[src/rtl/contador_min_hora.sv]
// ============================================================================
//  Module   : contador_min_hora
//  Purpose  : Minutes/hours time-of-day counter driven by the seconds carry,
//             with a button-driven time-set mode and display blink phase.
//  Revision : 1.0 - initial release
// ============================================================================
`default_nettype none

module contador_min_hora #(
    parameter int MIN_MAX   = 59,
    parameter int HOUR_MAX  = 23,
    parameter int BLINK_DIV = 25000000
) (
    input  logic       clock,
    input  logic       reset,
    input  logic       modif_min,
    input  logic       btn_mode,
    input  logic       btn_inc,
    output logic [5:0] minutos,
    output logic [4:0] horas,
    output logic       modif_dia,
    output logic [1:0] set_mode,
    output logic       blink
);

    localparam int         c_CNT_W      = (BLINK_DIV > 2) ? $clog2(BLINK_DIV) : 1;
    localparam logic [1:0] c_RUN        = 2'b00;
    localparam logic [1:0] c_SET_HOUR   = 2'b01;
    localparam logic [1:0] c_SET_MIN    = 2'b10;
    localparam logic [5:0] c_MIN_LAST   = 6'(MIN_MAX);
    localparam logic [4:0] c_HOUR_LAST  = 5'(HOUR_MAX);
    localparam logic [c_CNT_W-1:0] c_CNT_LAST = c_CNT_W'(BLINK_DIV - 1);
    localparam logic [c_CNT_W-1:0] c_CNT_ONE  = c_CNT_W'(1);

    logic [1:0]         r_state;
    logic [5:0]         r_min;
    logic [4:0]         r_hour;
    logic               r_modif_dia;
    logic               r_blink;
    logic [c_CNT_W-1:0] r_cnt;
    logic               r_prev_min;
    logic               r_prev_mode;
    logic               r_prev_inc;

    logic               w_ev_min;
    logic               w_ev_mode;
    logic               w_ev_inc;
    logic [1:0]         w_next_state;

    assign w_ev_min  = modif_min & ~r_prev_min;
    assign w_ev_mode = btn_mode  & ~r_prev_mode;
    assign w_ev_inc  = btn_inc   & ~r_prev_inc;

    always_comb begin
        w_next_state = c_RUN;
        case (r_state)
            c_RUN:      w_next_state = c_SET_HOUR;
            c_SET_HOUR: w_next_state = c_SET_MIN;
            default:    w_next_state = c_RUN;
        endcase
    end

    always_ff @(posedge clock) begin
        if (reset) begin
            r_state     <= c_RUN;
            r_min       <= 6'd0;
            r_hour      <= 5'd0;
            r_modif_dia <= 1'b0;
            r_blink     <= 1'b0;
            r_cnt       <= '0;
            // Loading 1 hides a level that is already high at reset release
            r_prev_min  <= 1'b1;
            r_prev_mode <= 1'b1;
            r_prev_inc  <= 1'b1;
        end else begin
            r_prev_min  <= modif_min;
            r_prev_mode <= btn_mode;
            r_prev_inc  <= btn_inc;
            r_modif_dia <= 1'b0;

            // Carries arriving while setting are dropped, not queued
            if (r_state == c_RUN && w_ev_min) begin
                if (r_min >= c_MIN_LAST) begin
                    r_min <= 6'd0;
                    if (r_hour >= c_HOUR_LAST) begin
                        r_hour      <= 5'd0;
                        r_modif_dia <= 1'b1;
                    end else begin
                        r_hour <= r_hour + 5'd1;
                    end
                end else begin
                    r_min <= r_min + 6'd1;
                end
            end

            if (w_ev_inc && !w_ev_mode) begin
                if (r_state == c_SET_HOUR) begin
                    r_hour <= (r_hour >= c_HOUR_LAST) ? 5'd0 : r_hour + 5'd1;
                end else if (r_state == c_SET_MIN) begin
                    r_min <= (r_min >= c_MIN_LAST) ? 6'd0 : r_min + 6'd1;
                end
            end

            if (w_ev_mode) begin
                r_state <= w_next_state;
                r_cnt   <= '0;
                r_blink <= (w_next_state != c_RUN);
            end else if (r_state != c_SET_HOUR && r_state != c_SET_MIN) begin
                r_state <= c_RUN;
                r_cnt   <= '0;
                r_blink <= 1'b0;
            end else if (r_cnt >= c_CNT_LAST) begin
                r_cnt   <= '0;
                r_blink <= ~r_blink;
            end else begin
                r_cnt <= r_cnt + c_CNT_ONE;
            end
        end
    end

    assign minutos   = r_min;
    assign horas     = r_hour;
    assign modif_dia = r_modif_dia;
    assign set_mode  = r_state;
    assign blink     = r_blink;

endmodule

`default_nettype wire

[config.mk]
export PLATFORM = sky130hd
export DESIGN_NAME = contador_min_hora
export DESIGN_NICKNAME = d
export VERILOG_FILES = /design/src/rtl/contador_min_hora.sv
export SDC_FILE = /design/constraint.sdc
export NUM_CORES = 1
export LEC_CHECK = 0
export CAP_MARGIN = 20
export CORE_MARGIN = 4
export CORE_UTILIZATION = 55
export DETAILED_ROUTE_END_ITERATION = 12
export DONT_BUFFER_PORTS = 1
export GPL_TIMING_DRIVEN = 0
export PLACE_DENSITY = 0.7
export SETUP_SLACK_MARGIN = 0.4
export SLEW_MARGIN = 40
export SYNTH_ARGS = -nofsm -noshare
export SYNTH_HDL_FRONTEND = slang
export SYNTH_SLANG_ARGS = --single-unit
[constraint.sdc]
create_clock -name clock -period 2.19 [get_ports clock]
set_input_delay 0.3285 -clock clock [delete_from_list [all_inputs] [get_ports clock]]
set_output_delay 0.3285 -clock clock [all_outputs]
set_load 0.02 [all_outputs]
==> run summary <==
Routability Congestion: 0.7392
Least-Margin Pin Slew: 0.5169 ns
Die ar.: 4607 sq um
Clock power frac: 0.311
antenna violations before repair: 0
Sink Count: 43
Final Hold Vio Count: 0
Rows: 21
Initial DRT Pass Iterations: 4
DRT iter0 DRCs: 109
Synth cell types: 39
CTS H-tree lvls: 2
Tmin final: 1.750 ns
TritonCTS clock tree: built
post-synthesis simple-gate area fraction: 0.2716
Compound-Gate Fraction of Synth Area: 0.1066
Comb pwr share: 0.037
CP peak stage delay: 0.38 ns
Switching Share: 0.2361
XOR/XNOR Fraction of Synth Area: 0.1110
cts bufs inserted: 5
vias in the first global route: 1650
CP top delay family: compound AO/OA/AOI/OAI gates
Post-Synth Adder-Cell Area: 0.04442
CP Capture Type: register
max_slew headroom: 0.6547
top cells by area, synth: dfxtp_1 44%, xor2_1 8.4%, nor2_1 7.2%
Final setup viols: 0
status: finished clean
pre-CTS setup slack: 0.05026 ns
Yosys warnings: 0
f_max: 571.3 MHz
root cell of the clock tree: clkbuf_4
largest family of logic cells by synthesized area: simple AND/OR/NAND/NOR gates
sequential share of power: 0.652
Max Cap Violations: 0
die height: 67.88 um
IO Pins: 20
first-pass GRT wire length: 6955 um
fillers: 272
Final HPWL DP: 2979 um
Placeable Area: 3390 sq um
# DRC: 0
wire per inst: 14.90 um
CP arrival: 2.04 ns
HP Class: primary input to register
Core Util, Final: 0.6870
Synth top cells by count: 43 x dfxtp_1, 38 x nor2_1, 19 x xor2_1
internal power: 0.9293 mW
Die Width: 67.88 um
Async S/R FF share, synth: 0
vias per cell: 5.898
share of layout cells above drive strength 1: 0.2227
final wirelength: 4231 um
max-slew violation count: 0
leading area contributor after synthesis: dfxtp_1
Antenna Diode Count: 0
slowest stage cell, crit path: dfxtp_4
PD cells: 522.4 nW/um^2
peak supply drop: 370.0 uV
setup TNS: 0 ns
Worst Path Max Fanout: 10
Yosys top cell area share: 0.4365
area grow syn2layout: 18.08%
Total GRT Usage: 0.1997
switching pwr: 0.2872 mW
leakage: 0.7780 nW
startpoint class of the critical path: register
Post-Syn Area per Cell: 8.882 sq um
mux cell area share after synthesis: 0.005076
post-synthesis cell area: 1972 sq um
post-synthesis sequential area ratio: 0.4365
gr ovfl total: 0
maximum clock insertion buffer count: 2
CP Class: register to register
PortBufs: 0
Post-layout nets: 249
hold_buf cts: 0
syn_nets: 234
largest net degree at the start of global routing: 14
Post-synth EDFFs: 0
crit-path cells: ha_4 -> nand3_4 -> nor2_4 -> a221o_1 -> a211o_4 -> buf_6 -> nor2_2
ANT nets after route: 0
Final Cycle Share: 0.7993
Worst Skew: 0.01545 ns
Worst Path Buf+Inv: 1
Setup WS post-layout: 0.4396 ns
count leader, synth: dfxtp_1
RSZ-0062 raised after global routing: yes
CTS clock-pin slew for the worst setup and hold paths: 0.13 ns
Initial Util: 0.5818
worst skew pair latency: 0.35 ns
ys flop type: dfxtp_1
Worst Path Required: 2.48 ns
vias post-DR: 1675
Seq cells post-synth: 43
Post-Syn Instances: 222
-- placed cells by master, fill, tap and decap left out, drive strengths merged, types with 7 or more instances in the layout --
master  count
dfxtp      43
nor2       38
xor2       19
nand3      16
a21oi      11
nand2       9
buf         9
clkbuf      8
and3        7
ha          7
-- path summary, 6_finish.rpt --
check	end	depth (start not counted)	slack [ns]	from
setup / recovery	r_cnt[2]	7	0.44	r_cnt[0]
hold reg to reg	r_cnt[14]	2	0.54	r_cnt[14]
hold / removal	r_prev_min	1	0.07	modif_min
setup reg to reg	r_cnt[2]	7	0.44	r_cnt[0]
-- routing by layer --
metal,vias up,track usage,wire [um]
met4,0,0.07692,80
met2,38,0.3670,2243
met1,811,0.2124,1682
met3,12,0.06076,224
li1,814,-,-
met5,-,0,0
-- power groups by stage --
stage / clock, mW / combinational (mW) / sequential (mW)
floorplan: 0 / 0.0258 / 0.814
global route: 0.430 / 0.0497 / 0.795
global placement: 0 / 0.0304 / 0.815
CTS: 0.384 / 0.0391 / 0.795
finish: 0.378 / 0.0451 / 0.794
detailed placement: 0 / 0.0323 / 0.816
-- state kept, by name (all words and copies together) (netlist names) --
| name | flops |
|---|---|
| r_cnt | 25 |
| r_prev_inc | 1 |
| r_prev_min | 1 |
| minutos | 6 |
| blink | 1 |
| r_prev_mode | 1 |
| horas | 5 |
| modif_dia | 1 |
| set_mode | 2 |
-- cell families after synthesis --
| kind of cell | after synthesis |
|---|---|
| buffers and inverters | 9 |
| adders and majority gates | 7 |
| and+or+nand+nor | 105 |
| muxes | 1 |
| DFF | 43 |
| AOI/OAI and AO/OA | 32 |
| xor gates and xnor gates | 25 |
-- stage by stage --
step	total power, mW	instances	area [sq um]	hold slack [ns]
3_5_place_dp	0.8479	268	2044	0.4417
6_report	1.217	284	2328	0.06992
3_3_place_gp	0.8453	268	2044	0.4352
5_1_grt	1.275	284	2328	0.04094
4_1_cts	1.218	282	2228	0.06401
2_1_floorplan	0.8394	222	1987	0.4323
-- timing repair --
| action | in CTS | in global routing |
|---|---|---|
| gates cloned | 1 | 0 |
| pin swaps | 3 | 6 |
| resized for setup | 20 | 25 |
| buffers inserted | 5 | 2 |
| setup endpoints to repair | 37 | 34 |
-- area by class of cell --
type	count	area, sq um	share of cell area
multi-input combinational	171	1225	0.5261
sequential	43	887.1	0.3810
tap	46	57.56	0.02472
timing repair buffer	7	56.30	0.02418
clock buffer	6	41.29	0.01773
buffer	4	30.03	0.01290
inverter	5	18.77	0.008060
clock inverter	2	12.51	0.005373
(Power assumes the default switching activity.)
